## src/rtl/mux21_arb_pkg.sv

```systemverilog
// mux21_arb_pkg: shared types and helpers for the 2:1 mux round-robin arbiter.
// Build option: MUX21_ARB_HOLD_LIMIT_EN enables hold-limit preemption.
package mux21_arb_pkg;

  // Number of requesters sharing the mux path.
  localparam int ARB_REQ_N = 2;

  // Arbiter FSM encoding.
  typedef enum logic [1:0] {
    IDLE = 2'd0,
    OWN0 = 2'd1,
    OWN1 = 2'd2
  } arb_state_t;

  // Width of a counter that must hold the value max_hold.
  function automatic int hold_w(input int max_hold);
    return $clog2(max_hold + 1);
  endfunction

endpackage

```

## src/rtl/mux21_arb_if.sv

```systemverilog
// mux21_arb_if: request/grant/select bundle between requesters and the arbiter.
// Build option: MUX21_ARB_HOLD_LIMIT_EN (no effect on this interface).
interface mux21_arb_if;
  logic req0;
  logic req1;
  logic gnt0;
  logic gnt1;
  logic s;
  logic busy;

  // Requester side: raises requests, watches grants and select.
  modport master (
    output req0, req1,
    input  gnt0, gnt1, s, busy
  );

  // Arbiter side: samples requests, drives grants and select.
  modport slave (
    input  req0, req1,
    output gnt0, gnt1, s, busy
  );
endinterface

```

## src/rtl/mux21_hold_cnt.sv

```systemverilog
// mux21_hold_cnt: saturating tenure counter for the current grant owner.
// Used only when MUX21_ARB_HOLD_LIMIT_EN is defined.
module mux21_hold_cnt
  import mux21_arb_pkg::*;
#(
  parameter int MAX_HOLD = 4,
  localparam int HOLD_W  = hold_w(MAX_HOLD)
) (
  input  logic              clk,
  input  logic              rst_n,
  input  logic              clr,
  input  logic              en,
  output logic              expire,
  output logic [HOLD_W-1:0] cnt
);

  localparam logic [HOLD_W-1:0] CNT_MAX = HOLD_W'(MAX_HOLD);
  localparam logic [HOLD_W-1:0] CNT_EXP = HOLD_W'(MAX_HOLD - 1);

  logic [HOLD_W-1:0] r_cnt;

  // Clear on grant change, otherwise count owner cycles and stick at MAX_HOLD.
  always_ff @(posedge clk or negedge rst_n) begin
    if (!rst_n)                    r_cnt <= '0;
    else if (clr)                  r_cnt <= '0;
    else if (en && r_cnt != CNT_MAX) r_cnt <= r_cnt + 1'b1;
  end

  // Expiry stays asserted once saturated so a late contender preempts at once.
  assign expire = (r_cnt >= CNT_EXP);
  assign cnt    = r_cnt;

endmodule

```

## src/rtl/mux21_arb.sv

```systemverilog
// mux21_arb: round-robin owner of the 2:1 mux select line.
// Build option: MUX21_ARB_HOLD_LIMIT_EN bounds tenure to MAX_HOLD cycles
// while the other requester waits; without it the owner holds until release.
module mux21_arb
  import mux21_arb_pkg::*;
#(
  parameter int MAX_HOLD = 4
) (
  input  logic        clk,
  input  logic        rst_n,
  mux21_arb_if.slave  bus
);

  // Legal MAX_HOLD is 1..255; an out-of-range value leaves this marker block
  // in the elaborated hierarchy.
  if (MAX_HOLD < 1 || MAX_HOLD > 255) begin : g_max_hold_out_of_range
  end

  arb_state_t r_state;
  arb_state_t w_nxt;
  logic       r_s;
  logic       r_last;
  logic       w_expire;
  logic       w_gnt0;
  logic       w_gnt1;
  logic       w_req0;
  logic       w_req1;

  assign w_req0 = bus.req0;
  assign w_req1 = bus.req1;

`ifdef MUX21_ARB_HOLD_LIMIT_EN
  localparam int HOLD_W = hold_w(MAX_HOLD);

  logic [HOLD_W-1:0] w_hold_cnt;
  logic              w_hold_clr;
  logic              w_hold_en;

  // Tenure restarts whenever ownership changes, including drops to IDLE.
  assign w_hold_clr = (w_nxt != r_state);
  assign w_hold_en  = (r_state != IDLE);

  mux21_hold_cnt #(
    .MAX_HOLD (MAX_HOLD)
  ) u_hold_cnt (
    .clk    (clk),
    .rst_n  (rst_n),
    .clr    (w_hold_clr),
    .en     (w_hold_en),
    .expire (w_expire),
    .cnt    (w_hold_cnt)
  );

  // Count value is only needed for debug visibility; expiry drives the FSM.
  logic w_hold_cnt_unused;
  assign w_hold_cnt_unused = ^w_hold_cnt;
`else
  // Without the hold limit the owner is never preempted.
  assign w_expire = 1'b0;
`endif

  // Next owner: release hands over directly, contention alternates on last.
  always_comb begin
    w_nxt = r_state;
    case (r_state)
      IDLE: begin
        if (w_req0 && w_req1) w_nxt = r_last ? OWN0 : OWN1;
        else if (w_req0)      w_nxt = OWN0;
        else if (w_req1)      w_nxt = OWN1;
      end
      OWN0: begin
        if (!w_req0)                w_nxt = w_req1 ? OWN1 : IDLE;
        else if (w_expire && w_req1) w_nxt = OWN1;
      end
      OWN1: begin
        if (!w_req1)                w_nxt = w_req0 ? OWN0 : IDLE;
        else if (w_expire && w_req0) w_nxt = OWN0;
      end
      default: w_nxt = IDLE;
    endcase
  end

  // Ownership state; reset drops any grant immediately.
  always_ff @(posedge clk or negedge rst_n) begin
    if (!rst_n) r_state <= IDLE;
    else        r_state <= w_nxt;
  end

  // Select and last-owner follow each grant and hold through IDLE so the mux
  // output never flips while nobody owns it. last=1 lets requester 0 win first.
  always_ff @(posedge clk or negedge rst_n) begin
    if (!rst_n) begin
      r_s    <= 1'b0;
      r_last <= 1'b1;
    end else if (w_nxt == OWN0) begin
      r_s    <= 1'b0;
      r_last <= 1'b0;
    end else if (w_nxt == OWN1) begin
      r_s    <= 1'b1;
      r_last <= 1'b1;
    end
  end

  assign w_gnt0   = (r_state == OWN0);
  assign w_gnt1   = (r_state == OWN1);
  assign bus.gnt0 = w_gnt0;
  assign bus.gnt1 = w_gnt1;
  assign bus.busy = w_gnt0 | w_gnt1;
  assign bus.s    = r_s;

endmodule

```

## src/flat_wrapper.sv

```systemverilog
// flat-port wrapper written by rule: the top's interface ports become plain ports
module mux21_arb_flat import mux21_arb_pkg::*;
#(
  parameter int MAX_HOLD = 4
)
  (clk, rst_n, bus_req0, bus_req1, bus_gnt0, bus_gnt1, bus_s, bus_busy);
  mux21_arb_if bus_i ();
  input  logic clk;
  input  logic rst_n;
  input wire logic [$bits(bus_i.req0)-1:0] bus_req0;
  input wire logic [$bits(bus_i.req1)-1:0] bus_req1;
  output wire logic [$bits(bus_i.gnt0)-1:0] bus_gnt0;
  output wire logic [$bits(bus_i.gnt1)-1:0] bus_gnt1;
  output wire logic [$bits(bus_i.s)-1:0] bus_s;
  output wire logic [$bits(bus_i.busy)-1:0] bus_busy;
  assign bus_i.req0 = bus_req0;
  assign bus_i.req1 = bus_req1;
  assign bus_gnt0 = bus_i.gnt0;
  assign bus_gnt1 = bus_i.gnt1;
  assign bus_s = bus_i.s;
  assign bus_busy = bus_i.busy;
  mux21_arb #(.MAX_HOLD(MAX_HOLD)) u_core (.clk(clk), .rst_n(rst_n), .bus(bus_i));
endmodule
```

## config.mk

```make
export PLATFORM = sky130hd
export DESIGN_NAME = mux21_arb_flat
export DESIGN_NICKNAME = d
export VERILOG_FILES = /design/src/rtl/mux21_arb_pkg.sv /design/src/rtl/mux21_arb_if.sv /design/src/rtl/mux21_hold_cnt.sv /design/src/rtl/mux21_arb.sv /design/src/flat_wrapper.sv
export SDC_FILE = /design/constraint.sdc
export NUM_CORES = 1
export LEC_CHECK = 0
export ABC_AREA = 1
export CORE_AREA = 2 2 39 41
export CTS_BUF_LIST = sky130_fd_sc_hd__clkbuf_16
export CTS_CLUSTER_SIZE = 10
export DETAILED_ROUTE_END_ITERATION = 6
export DIE_AREA = 0 0 41 43
export SYNTH_ARGS = -nofsm -noshare
export SYNTH_HDL_FRONTEND = slang
export SYNTH_SLANG_ARGS = --single-unit
```

## constraint.sdc

```tcl
create_clock -name clk -period 1.6 [get_ports clk]
set_input_delay 0.4 -clock clk [delete_from_list [all_inputs] [get_ports clk]]
set_output_delay 0.4 -clock clk [all_outputs]
set_load 0.02 [all_outputs]
```

=== Word level (Yosys, flattened, before mapping) ===
Index checks and enable logic that the tools add are counted.

* Bits in registers: 4
* Bits of input ports: 4
* Output and inout bits: 4
* Word-level logic and storage cells: 22

* Eq/ne operators: 4
* Muxes and demuxes: 11
* Bitwise logic cells: 1
* Reduce and logical (&&, ||, !) cells: 3

{| class="wikitable"
|+ Operators by type and width
! cell !! number
|-
| 2-bit 2-to-1 mux || 7
|-
| 2-bit one-hot mux with 3 select lines || 1
|-
| 2-bit by 1-bit == test with 1-bit output, second input constant || 2
|-
| 2-bit == test, second input constant || 2
|-
| 1-bit 2-to-1 mux || 3
|-
| 2-bit zero test || 1
|-
| 2-bit nonzero test || 1
|-
| 1-bit logical AND || 1
|-
| 1-bit OR || 1
|}

=== Depth between registers and ports, before layout ===
Gate-level depths: netlist of the first run.

* Depth after elaboration: 7
* Gate-level depth with buffers: 10
* Depth with buffers taken out: 10

=== Worst setup path after synthesis of the first run ===
No wires, ideal clock.

* Kind: flip-flop to flip-flop
* From: register u_core.r_state[0]
* To: register u_core.r_s (netlist: u_core.bus.s)
* Library setup time: 0.065 ns
* Data arrival time: 1.787 ns
* Data required time: 1.535 ns
* Setup slack: -0.252 ns
* Stages on the path, launching flop included: 10
* Path buffers: 0
* Clock period less this slack: 1.852 ns
* Cells stage by stage: dfrtp_1 -> inv_1 -> ha_1 -> o21ai_0 -> nand2_1 -> nand2_1 -> a21oi_1 -> ha_1 -> or2_2 -> nand2_1

* Elaborated cells between the ends (all ways): 13
* Classes of those cells: eq/ne: 4; mux: 7; reduce/logical: 2

{| class="wikitable"
|+ RTL lines
! element !! RTL line !! source
|-
| from (decl) || mux21_arb.sv:19 || <nowiki>arb_state_t r_state;</nowiki>
|-
| from (signal assigned) || mux21_arb.sv:86 || <nowiki>else r_state <= w_nxt;</nowiki>
|-
| 2-bit == test (*) || - ||
|-
| via bus_gnt1 || flat_wrapper.sv:13 || <nowiki>output wire logic [$bits(bus_i.gnt1)-1:0] bus_gnt1;</nowiki>
|-
| 2-bit one-hot mux with 3 select lines (*) || mux21_arb.sv:65 || <nowiki>case (r_state)</nowiki>
|-
| via u_core.w_nxt[0] || mux21_arb.sv:20 || <nowiki>arb_state_t w_nxt;</nowiki>
|-
| 2-bit by 1-bit == test with 1-bit output or 2-bit == test (tied branches) || mux21_arb.sv:95, mux21_arb.sv:98 ||
|-
| 1-bit 2-to-1 mux or 2-bit nonzero test (tied branches) || - ||
|-
| to (signal assigned) || mux21_arb.sv:93 || <nowiki>r_s <= 1'b0;</nowiki>
|-
| to (signal assigned) || mux21_arb.sv:96 || <nowiki>r_s <= 1'b0;</nowiki>
|-
| to (signal assigned) || mux21_arb.sv:99 || <nowiki>r_s <= 1'b1;</nowiki>
|-
| to (decl) || mux21_arb.sv:21 || <nowiki>logic r_s;</nowiki>
|}

Mark *: on every way through the listed nets, which the timed path passes. The rest lies on a longest branch.
A chain may end at the register's enable or synchronous reset.

=== Worst setup path after layout of the first run ===
* From: register u_core.r_state[1]
* To: register u_core.r_last

* Elaborated cells between the ends (all ways): 13
* Classes of those cells: eq/ne: 4; mux: 7; reduce/logical: 2

{| class="wikitable"
|+ RTL lines
! element !! RTL line !! source
|-
| 2-bit == test, or another cell as far along || mux21_arb.sv:65 ||
|-
| 2-bit one-hot mux with 3 select lines (*) || mux21_arb.sv:65 ||
|-
| via u_core.w_nxt[0] || mux21_arb.sv:20 ||
|-
| 2-bit by 1-bit == test with 1-bit output or 2-bit == test (tied branches) || mux21_arb.sv:95, mux21_arb.sv:98 ||
|-
| 1-bit 2-to-1 mux or 2-bit nonzero test (tied branches) || - ||
|-
| to (signal assigned) || mux21_arb.sv:94 || <nowiki>r_last <= 1'b1;</nowiki>
|-
| to (signal assigned) || mux21_arb.sv:97 || <nowiki>r_last <= 1'b0;</nowiki>
|-
| to (signal assigned) || mux21_arb.sv:100 || <nowiki>r_last <= 1'b1;</nowiki>
|-
| to (decl) || mux21_arb.sv:22 || <nowiki>logic r_last;</nowiki>
|}

Marked as above.

==> results.py, run 1 <==
metrics = {
    "timing": {
        "finClkSkew_ns": 0.003621,
        "fin_crit_sh": 1.002,
        "tightest_slew_ns": 0.2327,
        "fin_ws_ns": -0.003129,
        "slew_headroom": 0.8449,
        "fmax_mhz": 623.8,
        "hold_viol": 0,
        "setup_viol": 2,
        "fin_crit_ns": 1.603,
        "rsz0062_at_grt": "yes",
        "slew_viol_final": 0,
    },
    "cells_and_area": {
        "drive_gt1_frac": 0.3889,
        "final_common_cell": "nand2_1",
        "fill_cells": 143,
        "multi_input_area_um2": 217.7,
        "layout_common_cells": "nand2_1 (13), inv_1 (4), buf_4 (4)",
        "syn2layout_area_growth_pct": 83.55,
        "instances_no_fill": 70,
        "final_nets": 64,
        "n_antenna_cell": 0,
        "regArea_um2": 101.3,
        "stdcell_area_um2": 530.5,
    },
    "floorplan": {
        "fp.coreArea_mm2": 0.001384,
        "io_pins": 8,
        "die_y_um": 43,
        "rows": 14,
        "die_area_mm2": 0.001763,
        "start_util": 0.2089,
        "die_x_um": 41,
    },
    "flow_run": {
        "maxCapViolCount": 0,
    },
    "global_route": {
        "grt_use_total": 0.09366,
        "grt_start_max_net_pins": 8,
        "antenna_found_initial": 0,
        "grt_pass1_wl_mm": 1.055,
        "grt_pass1_vias": 267,
        "grt-ovfl-total": 0,
    },
    "setup_path": {
        "r2r_end": "u_core.r_last$_DFFE_PN1P_",
        "worstPathArrival_ns": 1.77,
        "rr_worst_depth": 9,
        "r2r_start": "u_core.r_state[1]$_DFF_PN0_",
        "endpoint_kind": "flip-flop",
        "required_ns": 1.76,
        "reg2reg_slack_ns": -0.003,
        "crit_type": "reg2reg",
        "cp_max_fo": 4,
        "critPathLaunchType": "flip-flop",
    },
    "clock_network": {
        "tritoncts": "done",
        "clk_pin_slew_ns": 0.03,
        "cts_buffers": 3,
        "cts_sinks": 4,
        "cts-htree-levels": 1,
        "clockRootBuffer": "clkbuf_16",
        "cts_buffer_depth": 2,
        "clk_latency_ns": 0.22,
    },
    "pwr": {
        "powerDensity_mw_per_mm2": 2406,
        "irDropWorstVdd_mv": 0.9946,
        "power_mw": 1.276,
        "leakage_nw": 0.2670,
    },
    "yosys": {
        "synth_area_um2": 289.0,
        "synthDistinctLibCells": 10,
        "ys_seq_area_frac": 0.3506,
        "syn_inst": 38,
        "yosys_warnings": 0,
        "syn_nets": 47,
        "ys_ff_latch": 4,
        "syn_area_per_cell_um2": 7.606,
    },
    "run_status": {
        "violations": "negative setup slack",
        "status": "complete, but fails checks",
    },
    "detailed_routing": {
        "route.detailed.drc": 0,
        "dr.pass1.iters": 2,
        "drt-initial-drc-count": 1,
        "routed_wl_um": 647,
        "viasPerCell": 4.114,
        "route.vias.total": 288,
        "final_antenna_net_count": 0,
        "post_drt_wl_per_cell_um": 9.243,
    },
    "place": {
        "port_buffers": 7,
        "hpwl_um": 485.3,
        "post-place-ws_ns": -0.4476,
        "placedCellCount": 65,
        "place_area_um2": 465.4,
        "place_congestion": 0.6742,
    },
    "min_path": {
        "hold_path.class": "in2async",
    },
}
## metrics by stage
stage | hold WS (ns) | setup TNS [ns] | utilization
5_1_grt | 0.3997 | -0.2162 | 0.3834
4_1_cts | 0.3839 | -0.002594 | 0.3761
2_1_floorplan | 0.1044 | -0.02293 | -
6_report | 0.3761 | -0.006103 | 0.3834
3_3_place_gp | 0.4444 | -0.9712 | 0.3363
3_5_place_dp | 0.4555 | -1.088 | 0.3363
## registers in the layout, indices dropped and copies added, names as in the netlist
register / flops
u_core.bus.s: 1
u_core.r_last: 1
u_core.r_state: 2
## worst max-delay path by stage
stage	from	to	slack, ns	cells past startpoint
floorplan	u_core.r_state[0]$_DFF_PN0_	u_core.bus.s$_DFFE_PN0P_	-0.01	9
global placement	bus_req0	u_core.bus.s$_DFFE_PN0P_	-0.41	8
detailed placement	bus_req0	u_core.r_last$_DFFE_PN1P_	-0.45	8
CTS	u_core.r_state[1]$_DFF_PN0_	u_core.r_last$_DFFE_PN1P_	-0.003	9
global route	u_core.r_state[1]$_DFF_PN0_	u_core.r_last$_DFFE_PN1P_	-0.11	9
finish	u_core.r_state[1]$_DFF_PN0_	u_core.r_last$_DFFE_PN1P_	-0.003	9
## worst max-delay path: stages (launching register included)
cell	delay, ns
dfrtp_1	0.38
inv_2	0.10
ha_4	0.15
nand3_2	0.06
nand2_1	0.06
nand2_1	0.06
a21oi_2	0.20
ha_4	0.23
or2_4	0.23
nand2_1	0.06
## repair_timing
action / in CTS / in global routing
endpoints found under the hold margin: 0 / 0
resized for setup: 11 / 3
hold buffers: 0 / 0
pin swaps: 0 / 1
endpoints found under the setup margin: 5 / 4
buffers inserted: 0 / 2
cloned: 0 / 0
## metal layers
layer  global-route usage  part of all wire  vias up
met2               0.1281              0.44        9
li1                     -                 -      152
met4               0.1000             0.045        0
met5                    0                 0        -
met1               0.1104              0.45      123
met3              0.01571             0.065        4
## cells by family (layout without fill, tap and decap cells)
group	after synthesis	count (layout)	share of synthesized area
AO/OA/AOI/OAI	5	5	0.08657
adder cells (fa/ha/maj)	5	5	0.2165
AND/OR/NAND/NOR	19	19	0.2814
buffers and inverters	5	21	0.06494
flip-flops	4	4	0.3507
## synth_stat cells
library cell	number	area share
o21ai_0	4	0.069
nand3_1	4	0.069
a21oi_1	1	0.017
dfstp_2	1	0.091
ha_1	5	0.22
dfrtp_1	3	0.26
or2_2	1	0.022
nand2_2	1	0.022
inv_1	5	0.065
nand2_1	13	0.17
## cell type report
type | instances | area share
Clock inverter | 1 | 0.007075
Sequential cell | 4 | 0.1910
Tap cell | 16 | 0.03774
Timing Repair Buffer | 12 | 0.1769
Clock buffer | 3 | 0.1415
Inverter | 5 | 0.03538
Multi-Input combinational cell | 29 | 0.4104
## power breakdown
group          total (mW)  internal (mW)  leakage (nW)  switching, mW
registers           0.196          0.166        0.0473         0.0295
logic               0.687          0.331         0.177          0.356
clock network       0.394          0.323        0.0423         0.0711
total                1.28          0.820         0.267          0.456
Note: power is estimated with default switching activity, not from simulation.
==> inputs of run 2 (changes only) <==
--- a/config.mk
+++ b/config.mk
@@ -11,6 +11,7 @@
 export CTS_CLUSTER_SIZE = 10
 export DETAILED_ROUTE_END_ITERATION = 6
 export DIE_AREA = 0 0 41 43
+export REMOVE_ABC_BUFFERS = 1
 export SYNTH_ARGS = -nofsm -noshare
 export SYNTH_HDL_FRONTEND = slang
 export SYNTH_SLANG_ARGS = --single-unit
==> run 2 against run 1 <==
The flow still finishes with violations (negative setup slack). First-iteration DRC count increased to 5.0 times the previous value. Largest power group unchanged. Critical path type unchanged. Highest routed layer unchanged. Sequential cell count unchanged. Global-route usage increased by 1.2 points. Count of clock-buffer cells in the layout unchanged. Total power increased by 17%. Sequential share of layout area decreased by 1.9 points.
==> results.py, run 2 (synthesized netlist as in run 1, its figures left out) <==
metrics = {
    "setup_path": {
        "cpPeakStageDelay_ns": 0.39,
        "required_ns": 1.76,
        "cp_slowest_cell": "dfrtp_2",
        "crit_chain": "buf_12, ha_4, nand3_2, nand2_1, nand2_1, a21oi_2, ha_4, or2_4, nand2_2",
        "cp_max_fo": 3,
        "endpoint_kind": "flip-flop",
        "crit_type": "reg2reg",
        "worstPathArrival_ns": 1.78,
        "critPathLaunchType": "flip-flop",
    },
    "place": {
        "placedCellCount": 65,
        "place_congestion": 0.6752,
        "port_buffers": 7,
        "post-place-ws_ns": -0.5059,
        "hpwl_um": 444.7,
    },
    "pwr": {
        "comb_power_share": 0.595,
        "power.switching_mw": 0.5210,
        "swShare": 0.3495,
        "clkPwrFrac": 0.265,
        "internal_power_mw": 0.9699,
        "leakage_nw": 0.3069,
        "seqPwrFrac": 0.140,
        "powerDensity_mw_per_mm2": 2493,
        "irDropWorstVdd_mv": 0.8720,
    },
    "detailed_routing": {
        "route.vias.total": 313,
        "final_antenna_net_count": 0,
        "routed_wl_um": 743,
        "viasPerCell": 4.118,
        "drt-initial-drc-count": 5,
        "dr.pass1.iters": 4,
        "route.detailed.drc": 0,
        "post_drt_wl_per_cell_um": 9.776,
    },
    "global_route": {
        "antenna_found_initial": 0,
        "grt_use_total": 0.1060,
        "grt_pass1_wl_mm": 1.173,
        "grt-ovfl-total": 0,
        "grt_pass1_vias": 293,
        "grt_start_max_net_pins": 8,
    },
    "timing": {
        "setup_viol": 2,
        "fin_ws_ns": -0.01569,
        "rsz0062_at_grt": "yes",
        "fin_crit_ns": 1.616,
        "finalSetupTns_ns": -0.02253,
        "slew_viol_final": 0,
        "finClkSkew_ns": 0.0008990,
        "hold_viol": 0,
        "tightest_slew_ns": 0.2665,
        "fin_crit_sh": 1.010,
        "slew_headroom": 0.8223,
        "fmax_mhz": 618.9,
    },
    "cells_and_area": {
        "final_nets": 70,
        "instances_no_fill": 76,
        "multi_input_area_um2": 226.5,
        "regMostFlops": "u_core.r_state",
        "largest_reg_flops": 2,
        "syn2layout_area_growth_pct": 106.9,
        "regArea_um2": 102.6,
        "layout_common_cells": "nand2_1 (11), buf_4 (10), inv_1 (4)",
        "drive_gt1_frac": 0.5167,
        "n_antenna_cell": 0,
        "final_common_cell": "nand2_1",
        "fill_cells": 149,
    },
    "floorplan": {
        "rows": 14,
        "die_y_um": 43,
        "io_pins": 8,
        "die_x_um": 41,
        "die_area_mm2": 0.001763,
        "fp.coreArea_mm2": 0.001384,
        "start_util": 0.2089,
    },
    "clock_network": {
        "ctsHoldBuffers": 0,
        "clk_latency_ns": 0.22,
        "clockRootBuffer": "clkbuf_16",
        "cts_buffers": 3,
        "cts-htree-levels": 1,
        "clk_pin_slew_ns": 0.03,
        "cts_sinks": 4,
        "tritoncts": "done",
        "cts_buffer_depth": 2,
    },
    "flow_run": {
        "maxCapViolCount": 0,
    },
    "min_path": {
        "hold_path.class": "in2async",
    },
    "run_status": {
        "violations": "negative setup slack",
        "status": "complete, but fails checks",
    },
}
[run 2: changes by cell type in the layout (fill, tap and decap cells not counted), sizes merged]
cell           previous run  this run
dlymetal6s2s              0         1
dlygate4sd2               2         1
clkbuf                    5         3
clkdlybuf4s50             2         1
buf                       6        14
clkdlybuf4s15             0         1
[run 2: critical path: cells and delay by family, from the launching register on]
kind                     cells  cell delay [ns]
AND/OR/NAND/NOR              5             0.49
adder cells (fa/ha/maj)      2             0.37
buffers and inverters        1             0.11
flip-flops                   1             0.39
AO/OA/AOI/OAI                1             0.20
[run 2: final timing paths]
kind / start / depth (start not counted) / to / slack, ns
setup / recovery: u_core.r_state[0]$_DFF_PN0_ / 9 / u_core.bus.s$_DFFE_PN0P_ / -0.02
hold / removal: rst_n / 1 / u_core.r_state[1]$_DFF_PN0_ / 0.38
setup reg to reg: u_core.r_state[0]$_DFF_PN0_ / 9 / u_core.bus.s$_DFFE_PN0P_ / -0.02
hold reg to reg: u_core.r_last$_DFFE_PN1P_ / 2 / u_core.r_last$_DFFE_PN1P_ / 0.47
max in group asynchronous: rst_n / 1 / u_core.r_last$_DFFE_PN1P_ / 0.98
min in group clk: u_core.r_last$_DFFE_PN1P_ / 2 / u_core.r_last$_DFFE_PN1P_ / 0.47
[run 2: stage by stage]
step | hold WS, ns | utilization | cell area [um^2] | total power, mW
floorplan | 0.1044 | - | 289.0 | 0.5443
global placement | 0.4517 | 0.2957 | 409.1 | 0.8058
detailed placement | 0.4590 | 0.2957 | 409.1 | 0.8037
CTS | 0.3866 | 0.4277 | 591.8 | 1.464
global route | 0.4033 | 0.4322 | 598.1 | 1.597
finish | 0.3819 | 0.4322 | 598.1 | 1.491
[run 2: what timing repair did]
action	CTS	global route
hold endpoints to repair	0	0
buffers inserted	6	1
resized for setup	27	7
pin swaps	8	2
endpoints found under the setup margin	5	4
[run 2: routing by layer]
metal | up-vias | track usage | wire [um]
li1 | 164 | - | -
met1 | 140 | 0.1373 | 353
met2 | 7 | 0.1313 | 343
met3 | 2 | 0.01571 | 36
met4 | 0 | 0.1200 | 10
met5 | - | 0 | 0
[run 2: layout make-up]
| type | instances | area share |
|---|---|---|
| multi-input combinational | 29 | 0.3787 |
| tap | 16 | 0.03347 |
| inverter | 5 | 0.03138 |
| clock buffer | 3 | 0.1255 |
| sequential | 4 | 0.1715 |
| timing repair buffer | 18 | 0.2531 |
| clock inverter | 1 | 0.006276 |
[run 2: power by group through the flow]
stage                     Clock (mW)  Combinational (mW)  Sequential, mW
after floorplan                    0               0.330           0.214
after global placement             0               0.602           0.204
after detailed placement           0               0.599           0.205
after CTS                      0.401               0.857           0.206
after global routing           0.407               0.976           0.215
final                          0.395               0.887           0.209
==> inputs of run 3 (changes only) <==
--- a/config.mk
+++ b/config.mk
@@ -6,12 +6,14 @@
 export NUM_CORES = 1
 export LEC_CHECK = 0
 export ABC_AREA = 1
+export CAP_MARGIN = 20
 export CORE_AREA = 2 2 39 41
-export CTS_BUF_LIST = sky130_fd_sc_hd__clkbuf_16
+export CTS_BUF_LIST = sky130_fd_sc_hd__clkbuf_4
 export CTS_CLUSTER_SIZE = 10
 export DETAILED_ROUTE_END_ITERATION = 6
 export DIE_AREA = 0 0 41 43
 export REMOVE_ABC_BUFFERS = 1
+export SKIP_CTS_REPAIR_TIMING = 1
 export SYNTH_ARGS = -nofsm -noshare
 export SYNTH_HDL_FRONTEND = slang
 export SYNTH_SLANG_ARGS = --single-unit
==> run 3 against run 2 <==
The flow still finishes with violations (negative setup slack). Clock power down 61%. Cell count down 5.3%. Critical path depth unchanged. Via count down 3.5%. Worst setup slack got worse by 0.0074 ns. First-iteration DRC count decreased by 20%. Critical endpoint unchanged. Largest cell class unchanged.
==> results.py, run 3 (synthesized netlist as in run 1, its figures left out) <==
metrics = {
    "timing": {
        "fin_crit_ns": 1.623,
        "fin_crit_sh": 1.014,
        "slew_headroom": 0.8202,
        "rsz0062_at_grt": "yes",
        "fin_ws_ns": -0.02313,
        "tightest_slew_ns": 0.2693,
        "hold_viol": 0,
        "finClkSkew_ns": 0.002185,
        "setup_viol": 2,
        "slew_viol_final": 0,
        "fmax_mhz": 616.1,
    },
    "floorplan": {
        "die_y_um": 43,
        "die_area_mm2": 0.001763,
        "fp.coreArea_mm2": 0.001384,
        "io_pins": 8,
        "rows": 14,
        "die_x_um": 41,
        "start_util": 0.2089,
    },
    "clock_network": {
        "cts_buffer_depth": 2,
        "clk_pin_slew_ns": 0.04,
        "tritoncts": "done",
        "cts_sinks": 4,
        "clk_latency_ns": 0.23,
        "cts_buffers": 3,
        "clockRootBuffer": "clkbuf_4",
        "cts-htree-levels": 1,
    },
    "setup_path": {
        "r2r_start": "u_core.r_state[1]$_DFF_PN0_",
        "endpoint_kind": "flip-flop",
        "crit_chain": "inv_2, ha_4, nand3_2, nand2_1, nand2_1, a21oi_2, ha_4, or2_4, nand2_2",
        "worstPathArrival_ns": 1.80,
        "reg2reg_slack_ns": -0.02,
        "crit_type": "reg2reg",
        "cp_num_buf_inv": 1,
        "required_ns": 1.77,
        "cpPeakStageDelay_ns": 0.42,
        "cp_max_fo": 4,
        "cp_slowest_cell": "dfrtp_2",
        "crit_family": "simple AND/OR/NAND/NOR gates",
        "rr_worst_depth": 9,
        "r2r_end": "u_core.bus.s$_DFFE_PN0P_",
        "critPathLaunchType": "flip-flop",
    },
    "detailed_routing": {
        "final_antenna_net_count": 0,
        "dr.pass1.iters": 4,
        "post_drt_wl_per_cell_um": 9.681,
        "viasPerCell": 4.194,
        "drt-initial-drc-count": 4,
        "route.vias.total": 302,
        "routed_wl_um": 697,
        "route.detailed.drc": 0,
    },
    "cells_and_area": {
        "drive_gt1_frac": 0.5000,
        "final_util": 0.3861,
        "final_nets": 66,
        "n_antenna_cell": 0,
        "syn2layout_area_growth_pct": 84.85,
        "largest_reg_flops": 2,
        "final_common_cell": "nand2_1",
        "layout_common_cells": "nand2_1 (10), buf_4 (7), dlymetal6s2s_1 (5)",
        "regMostFlops": "u_core.r_state",
    },
    "place": {
        "place_congestion": 0.6752,
        "post-place-ws_ns": -0.5059,
        "port_buffers": 7,
        "hpwl_um": 444.7,
    },
    "pwr": {
        "powerDensity_mw_per_mm2": 2199,
        "power_mw": 1.175,
        "irDropWorstVdd_mv": 0.9355,
        "leakage_nw": 0.3022,
    },
    "min_path": {
        "hold_path.class": "in2async",
    },
    "flow_run": {
        "maxCapViolCount": 0,
    },
    "global_route": {
        "grt-ovfl-total": 0,
        "antenna_found_initial": 0,
        "grt_use_total": 0.08274,
        "grt_pass1_wl_um": 966,
        "grt_pass1_vias": 253,
        "grt_start_max_net_pins": 8,
    },
    "run_status": {
        "status": "complete, but fails checks",
        "violations": "negative setup slack",
    },
}
## run 3: changes by cell type in the layout (fill, tap and decap cells not counted), sizes merged
cell           delta
dlymetal6s2s      +4
clkbuf            +1
clkdlybuf4s15     -1
inv               -1
buf               -6
dlygate4sd2       -1
## run 3: worst reg2reg max path, stage by stage, from the launching register on
cell,delay [ns]
dfrtp_2,0.42
inv_2,0.09
ha_4,0.14
nand3_2,0.07
nand2_1,0.07
nand2_1,0.06
a21oi_2,0.19
ha_4,0.23
or2_4,0.23
nand2_2,0.05
## run 3: layout make-up
type | count | area, um^2
clock buffers | 4 | 30.03
fillers | 148 | 849.6
inverters | 5 | 21.27
multi-input cells | 29 | 229.0
flip-flops and latches | 4 | 103.9
well taps | 16 | 20.02
repair buffers | 14 | 130.1
## run 3: per-stage QoR
stage                     instances  setup TNS [ns]  area, um^2  hold WS, ns
after floorplan                  38         -0.5016       289.0       0.1044
after global placement           65          -1.337       409.1       0.4517
after detailed placement         65          -1.409       409.1       0.4590
after CTS                        69          -1.723       439.2       0.3637
after global routing             72         -0.2053       534.3       0.3802
final                            72        -0.03761       534.3       0.3724
## run 3: routing by layer
metal	GRT usage	wire, um	vias to the layer above
li1	-	-	158
met1	0.1144	303	133
met2	0.1000	351	11
met3	0.01571	43	0
met4	0.08000	0	0
met5	0	0	-
## run 3: worst max path at each step
stage,start,to,cells past startpoint
after floorplan,u_core.r_state[0]$_DFF_PN0_,u_core.bus.s$_DFFE_PN0P_,9
after global placement,bus_req0,u_core.bus.s$_DFFE_PN0P_,8
after detailed placement,bus_req0,u_core.bus.s$_DFFE_PN0P_,8
after CTS,u_core.r_state[0]$_DFF_PN0_,bus_busy,3
after global routing,u_core.r_state[1]$_DFF_PN0_,u_core.bus.s$_DFFE_PN0P_,10
final,u_core.r_state[1]$_DFF_PN0_,u_core.bus.s$_DFFE_PN0P_,9
## run 3: power by group
part | internal (mW) | switching [mW]
Clock | 0.111 | 0.0438
Sequential | 0.171 | 0.0513
Combinational | 0.412 | 0.387
